===== config.mk =====
export PLATFORM = sky130hd
export DESIGN_NAME = gate_sweep_ctrl
export DESIGN_NICKNAME = d
export VERILOG_FILES = /design/src/rtl/gate_sweep_ctrl.sv
export SDC_FILE = /design/constraint.sdc
export NUM_CORES = 1
export LEC_CHECK = 0
export ABC_AREA = 1
export CORE_MARGIN = 3
export CORE_UTILIZATION = 51
export CTS_CLUSTER_DIAMETER = 50
export DETAILED_ROUTE_END_ITERATION = 12
export PLACE_DENSITY_LB_ADDON = 0.1
export SLEW_MARGIN = 20
export SYNTH_ARGS = -nofsm -noshare
export SYNTH_HDL_FRONTEND = slang
export SYNTH_SLANG_ARGS = --single-unit
export TNS_END_PERCENT = 1

===== constraint.sdc =====
create_clock -name clk -period 2.3 [get_ports clk]
set_clock_uncertainty 0.2 [all_clocks]
set_input_delay 0.46 -clock clk [delete_from_list [all_inputs] [get_ports clk]]
set_output_delay 0.46 -clock clk [all_outputs]
set_load 0.05 [all_outputs]

===== src/rtl/gate_sweep_ctrl.sv =====
// Exhaustive truth-table sweep sequencer for a small combinational gate.
// Optional per-vector capture of the sampled output enabled by GATE_SWEEP_YMAP_EN.
module gate_sweep_ctrl #(
    parameter int                  N      = 3,
    parameter int                  HOLD   = 5,
    parameter logic [(1<<N)-1:0]   EXPECT = 8'b1000_0000
) (
    input  logic                   clk,
    input  logic                   rst_n,
    input  logic                   start,
    input  logic                   abort,
    input  logic                   y_in,
    output logic [N-1:0]           vec,
    output logic                   busy,
    output logic                   done,
    output logic                   pass,
    output logic [N:0]             err_cnt,
    output logic                   err_valid,
    output logic [N-1:0]           first_err,
    output logic [(1<<N)-1:0]      y_map
);

    localparam int             NV        = 1 << N;
    localparam logic [7:0]     HOLD_LAST = 8'(HOLD - 1);
    localparam logic [N-1:0]   VEC_LAST  = '1;

    typedef enum logic [1:0] {S_IDLE, S_RUN, S_DONE} state_t;

    state_t         r_state;
    logic [7:0]     r_cnt;
    logic [N-1:0]   r_vec;
    logic           r_busy;
    logic           r_done;
    logic           r_pass;
    logic [N:0]     r_err_cnt;
    logic           r_err_valid;
    logic [N-1:0]   r_first_err;
    logic           w_mismatch;

    assign w_mismatch = (y_in != EXPECT[r_vec]);

    always_ff @(posedge clk or negedge rst_n) begin
        if (!rst_n) begin
            r_state     <= S_IDLE;
            r_cnt       <= '0;
            r_vec       <= '0;
            r_busy      <= 1'b0;
            r_done      <= 1'b0;
            r_pass      <= 1'b0;
            r_err_cnt   <= '0;
            r_err_valid <= 1'b0;
            r_first_err <= '0;
        end else begin
            case (r_state)
                S_IDLE: begin
                    if (start) begin
                        r_state     <= S_RUN;
                        r_vec       <= '0;
                        r_cnt       <= '0;
                        r_busy      <= 1'b1;
                        r_pass      <= 1'b0;
                        r_err_cnt   <= '0;
                        r_err_valid <= 1'b0;
                        r_first_err <= '0;
                    end
                end
                S_RUN: begin
                    if (abort) begin
                        r_state <= S_IDLE;
                        r_busy  <= 1'b0;
                        r_pass  <= 1'b0;
                    end else if (r_cnt == HOLD_LAST) begin
                        if (w_mismatch) begin
                            r_err_cnt <= r_err_cnt + 1'b1;
                            if (!r_err_valid) begin
                                r_first_err <= r_vec;
                                r_err_valid <= 1'b1;
                            end
                        end
                        r_cnt <= '0;
                        if (r_vec == VEC_LAST) begin
                            r_state <= S_DONE;
                            r_done  <= 1'b1;
                            r_busy  <= 1'b0;
                            // pass must account for the final sample landing this same edge
                            r_pass  <= !w_mismatch && (r_err_cnt == '0);
                        end else begin
                            r_vec <= r_vec + 1'b1;
                        end
                    end else begin
                        r_cnt <= r_cnt + 8'd1;
                    end
                end
                S_DONE: begin
                    r_done  <= 1'b0;
                    r_state <= S_IDLE;
                end
                default: r_state <= S_IDLE;
            endcase
        end
    end

`ifdef GATE_SWEEP_YMAP_EN
    logic [NV-1:0]  r_y_map;
    logic           w_sample;

    assign w_sample = (r_state == S_RUN) && !abort && (r_cnt == HOLD_LAST);

    always_ff @(posedge clk or negedge rst_n) begin
        if (!rst_n) begin
            r_y_map <= '0;
        end else if ((r_state == S_IDLE) && start) begin
            r_y_map <= '0;
        end else if (w_sample) begin
            r_y_map[r_vec] <= y_in;
        end
    end

    assign y_map = r_y_map;
`else
    assign y_map = '0;
`endif

    assign vec       = r_vec;
    assign busy      = r_busy;
    assign done      = r_done;
    assign pass      = r_pass;
    assign err_cnt   = r_err_cnt;
    assign err_valid = r_err_valid;
    assign first_err = r_first_err;

endmodule


==> out/qor.yml, run 1 <==
tightestPinTransition_ps: 497
numCtsBuffers: 3
antenna_found_initial: 0
synth.area.top_cells: "dfrtp_1 (43%), nand2_1 (12%), inv_1 (6.1%), ha_1 (5.3%), buf_4 (4.3%)"
synth_edf_count: 0
reg2reg_to: "first_err[1]"
die_w_um: 58.5
critPathArrivalTime_ps: 1580
routedWlPerCell_um: 11.5
ys_ff_latch: 24
die_y_um: 58.5
fin_crit_ps: 2240
path_cells: "clkdlybuf4s50_1"
synth_common_cells: "nand2_1 (45), dfrtp_1 (24), inv_1 (23)"
vias: 1193
initial_core_util_pct: 55.3
path_max_fanout: 4
cts_root_buf: "clkbuf_4"
synthArstFlopShare_pct: 100
yosysTopAreaCell: "dfrtp_1"
insertion_delay_ps: 320
rsz0062_at_grt: "false"
tritoncts: "built"
layout.cells.non_filler: 231
finalHoldViolations: 0
core_mm2: 0.00254
setup_viol: 0
dpl.cell_count: 227
hold_buffers: 0
crit_slowest_cell: "clkdlybuf4s50_1"
synth.yosys.seq_area_share_pct: 42.7
r2r_slack_ps: 320
slew_violations: 0
fmax_mhz: 446
reg2regPathDepth: 9
htree_levels: 1
cp_data_required_time_ps: 1640
drc: 0
diodes: 0
drtAntennaViolNets: 0
drt_pass1_iterations: 4
syn_to_final_growth_pct: 15.1
finalHoldWorstSlack_ps: 282
clockBufferDepth: 2
grt_max_degree: 25
syn_area_mm2: 0.00141
peakVddDrop_uv: 817
status: "finished, final reports clean"
grt_overflow: 0
post-synth-top-count-cell: "nand2_1"
clkSinkCount: 24
power_leakage_nw: 0.838
die-area_mm2: 0.00342
fin_setup_tns_ps: 0
dp_hpwl_um: 2000
hp-class: "input pin to async pin"
avgSynthCellArea_um2: 7.77
grtUsageTotal_pct: 18.2
vias_per_cell: 5.16
floorplan.rows: 18
wl_um: 2670
slowest_delay_ps: 830
drtIter0Drc: 27
max_slew_margin_pct: 66.7
ys_types: 26
syn_inst: 181
nets: 213
power.total_mw: 2.00
numPortBuffers: 18
synth_warnings: 0
drv_cap: 0
end_kind: "primary output"
period_share_pct: 97.5
worstSetupPathType: "register to primary output"
synth_top_area_share_pct: 42.7
synthFlopType: "dfrtp_1"
grt_pass1_vias: 1085
grt_pass1_wl_um: 4770
crit_family: "buffers and inverters"
start_kind: "register"
r2r-start: "vec[0]"
pwr_density_cell_mw_per_mm2: 1230
io_pins: 27
path_buf_inv: 1
fillers: 246
drive_gt1_share_pct: 8.46
path_clk_slew_ps: 140
place.gp.congestion: 0.876
## timing repair
| action | 4_1_cts | 5_1_grt |
|---|---|---|
| setup endpoints to repair | 0 | 3 |
| buffers inserted | 0 | 0 |
| gates resized for setup | 0 | 3 |
## cells by family after synthesis
| logic type | Yosys count | share of synthesized area (%) |
|---|---|---|
| simple gates | 90 | 29.3 |
| buf+inv | 35 | 12.5 |
| flops | 24 | 42.7 |
| compound gates | 23 | 8.63 |
| fa+ha+maj | 6 | 5.34 |
| xor+xnor | 2 | 1.25 |
| other cells | 1 | 0.267 |
## per-stage QoR
step                utilization [%]  setup WS, ps  area, um^2
global placement               61.9           248        1580
CTS                            63.3          24.0        1610
detailed placement             61.9           225        1580
floorplan                         -           268        1430
finish                         63.6          58.2        1620
global route                   63.6          6.08        1620
## final cells by class
cell class | instances | area, um^2 | share of cell area [%]
Sequential cell | 24 | 601 | 37.1
Multi-Input combinational cell | 129 | 656 | 40.5
Inverter | 25 | 93.8 | 5.80
Clock buffer | 4 | 36.3 | 2.24
Timing Repair Buffer | 19 | 195 | 12.1
Tap cell | 30 | 37.5 | 2.32
## sequential cells by signal (all words and copies together) (netlist names)
signal,flops
busy,1
err_cnt,4
err_valid,1
vec,3
done,1
r_cnt,8
pass,1
first_err,3
r_state,2
## per-layer routing
layer,global-route usage (%),wire [um]
met4,8.94,61
met5,0,0
met3,2.41,125
met2,27.8,1200
met1,25.4,1280
## report_power, final
group	internal, mW	switching, mW	leakage (nW)
sequential	0.534	0.116	0.325
combinational	0.337	0.782	0.492
clock	0.0968	0.129	0.0210
total	0.968	1.03	0.838
## cell usage in the layout, fill, tap and decap left out, types with 2 or more instances in the layout
| cell | n |
|---|---|
| nand2_1 | 45 |
| dfrtp_1 | 24 |
| inv_1 | 23 |
| nor2_1 | 16 |
| clkdlybuf4s50_1 | 15 |
| o21ai_0 | 8 |
| nand3_1 | 8 |
| nand4_1 | 8 |
| conb_1 | 8 |
| o21ai_1 | 7 |
| nand2_2 | 6 |
| ha_1 | 6 |
| a21oi_1 | 4 |
| clkbuf_4 | 3 |
| dlymetal6s2s_1 | 3 |
| inv_2 | 2 |
| o22ai_1 | 2 |
| nand3_2 | 2 |
## how the worst max path moves through the flow
stage	from	endpoint	slack, ps	cells past startpoint
after global routing	err_cnt[3]	err_cnt[3]	6	1
after detailed placement	y_in	first_err[1]	230	8
after global placement	y_in	first_err[1]	250	8
after floorplan	vec[1]	first_err[0]	270	9
final	vec[0]	vec[0]	60	1
after CTS	err_cnt[2]	err_cnt[2]	20	1
Note: power is estimated with default switching activity, not from simulation.
==> run 2, diff against run 1 <==
- SETUP_SLACK_MARGIN: unset -> 0.2
==> run 2 against run 1 <==
Net effect:
- die area unchanged
- via count about the same
- final area up 1.9%
- wire length down 0.11%
==> out/qor.yml, run 2 (synthesis gave the netlist of run 1 again) <==
diodes: 0  # unchanged
reg2regPathDepth: 9  # unchanged
reg2reg_to: "err_cnt[1]"
setup_viol: 0  # unchanged
path_max_fanout: 5  # +1
htree_levels: 1  # unchanged
p_seq_share_pct: 32.6  # about the same
largest_reg_flops: 8  # unchanged
cts_setup_buffers: 0  # unchanged
p_int_mw: 0.965  # -0.30%
io_pins: 27  # unchanged
period_share_pct: 85.7  # -12 points
die_w_um: 58.5  # unchanged
wl_um: 2660  # -0.11%
r2r-start: "vec[0]"
clkSinkCount: 24  # unchanged
path_clk_slew_ps: 130  # about the same
path_cells: "dlygate4sd2_1"
drtIter0Drc: 26  # -3.7%
grt_overflow: 0  # unchanged
switching_share_pct: 51.6  # +0.061 points
path_buf_inv: 1  # unchanged
numPortBuffers: 18  # unchanged
grtUsageTotal_pct: 18.2  # unchanged
power_frac_comb_pct: 56.1  # about the same
dp_hpwl_um: 2000  # unchanged
finalHoldWorstSlack_ps: 282  # -0.558 ps
fmax_mhz: 507  # +14%
rsz0062_at_grt: "false"
slowest_delay_ps: 550  # -280 ps
status: "finished, final reports clean"
layout_commonest_cell: "nand2_1"
tritoncts: "built"
critPathArrivalTime_ps: 1310  # -270 ps
drtAntennaViolNets: 0  # unchanged
crit_family: "buffers and inverters"
pwr_density_cell_mw_per_mm2: 1210  # -2.0%
clockBufferDepth: 2  # unchanged
r2r_slack_ps: 460  # +140 ps
start_kind: "register"
antenna_found_initial: 0  # unchanged
peakVddDrop_uv: 819  # +0.29%
end_kind: "primary output"
core_mm2: 0.00254  # unchanged
cts_root_buf: "clkbuf_4"
vias_per_cell: 5.16  # about the same
worstSetupPathType: "register to primary output"
syn_to_final_growth_pct: 17.3
floorplan.rows: 18  # unchanged
die_y_um: 58.5  # unchanged
grt_max_degree: 25  # unchanged
largest_register: "r_cnt"
mostFrequentLayoutCells: "nand2_1 (45), dfrtp_1 (24), inv_1 (23), nor2_1 (16), dlymetal6s2s_1 (13)"
grt_pass1_vias: 1085  # unchanged
fin_setup_tns_ps: 0  # unchanged
tightestPinTransition_ps: 507  # +9.44 ps
power.net_switching_mw: 1.03  # about the same
nets: 213  # unchanged
slew_violations: 0  # unchanged
vias: 1192  # -0.084%
routedWlPerCell_um: 11.5  # -0.11%
die-area_mm2: 0.00342  # unchanged
insertion_delay_ps: 320  # about the same
power_leakage_nw: 1.01  # +21%
max_slew_margin_pct: 66.1  # -0.58 points
hold_buffers: 0  # unchanged
crit_slowest_cell: "dlygate4sd2_1"
numCtsBuffers: 3  # unchanged
cp_data_required_time_ps: 1640  # about the same
drc: 0  # unchanged
drt_pass1_iterations: 4  # unchanged
hp-class: "input pin to async pin"
clockPowerShare_pct: 11.3  # about the same
initial_core_util_pct: 55.3  # unchanged
fin_crit_ps: 1970  # -271 ps
grt_pass1_wl_um: 4770  # unchanged
place.gp.congestion: 0.876  # unchanged
drv_cap: 0  # unchanged
drive_gt1_share_pct: 8.96  # +0.50 points
startpoint: "err_cnt[2]"
finalHoldViolations: 0  # unchanged
-- run 2: final cells by class --
| class | count | area, um^2 |
|---|---|---|
| Clock buffer | 4 | 36.3 |
| Fill cell | 245 | 896 |
| Inverter | 25 | 93.8 |
| Multi-Input combinational cell | 129 | 662 |
| Sequential cell | 24 | 601 |
| Tap cell | 30 | 37.5 |
| Timing Repair Buffer | 19 | 219 |
-- run 2: per-layer routing --
layer	global-route usage, %	up-vias	share of wire, %
li1	-	603	-
met1	25.4	556	46
met2	27.8	26	46
met3	2.41	7	5.0
met4	8.94	0	2.3
met5	0	-	0
-- run 2: worst register-to-register path, delay by kind of cell (launching register included) --
kind	cells	cell delay (ps)
AOI/OAI and AO/OA	2	250
adders and majority gates	2	380
buffers and inverters	1	90
DFF	1	430
and+or+nand+nor	4	390
-- run 2: what timing repair did --
action	4_1_cts	5_1_grt
gates cloned	0	0
gates resized for setup	1	14
pin swaps	0	0
endpoints found under the setup margin	14	16
-- run 2: power groups by stage --
stage                     sequential (mW)  clock [mW]  combinational, mW
after floorplan                     0.912           0              0.603
after global placement              0.652           0               1.11
after detailed placement            0.659           0               1.12
after CTS                           0.651       0.229               1.13
after global routing                0.672       0.247               1.24
final                               0.649       0.225               1.12
-- run 2: how the worst max path moves through the flow --
stage	slack [ps]	to	depth (start not counted)
after CTS	40	err_cnt[1]	1
final	330	err_cnt[2]	1
after detailed placement	230	first_err[1]	8
after floorplan	270	first_err[0]	9
after global placement	250	first_err[1]	8
after global routing	260	err_cnt[2]	1
-- run 2: stage by stage --
stage,std cells,instance area [um^2],util [%],setup WS (ps),power [mW]
6_report,231,1650,64.8,329,1.99
3_3_place_gp,227,1580,61.9,248,1.76
5_1_grt,231,1650,64.8,257,2.16
4_1_cts,231,1610,63.3,44.0,2.01
3_5_place_dp,227,1580,61.9,225,1.78
2_1_floorplan,188,1430,-,268,1.52
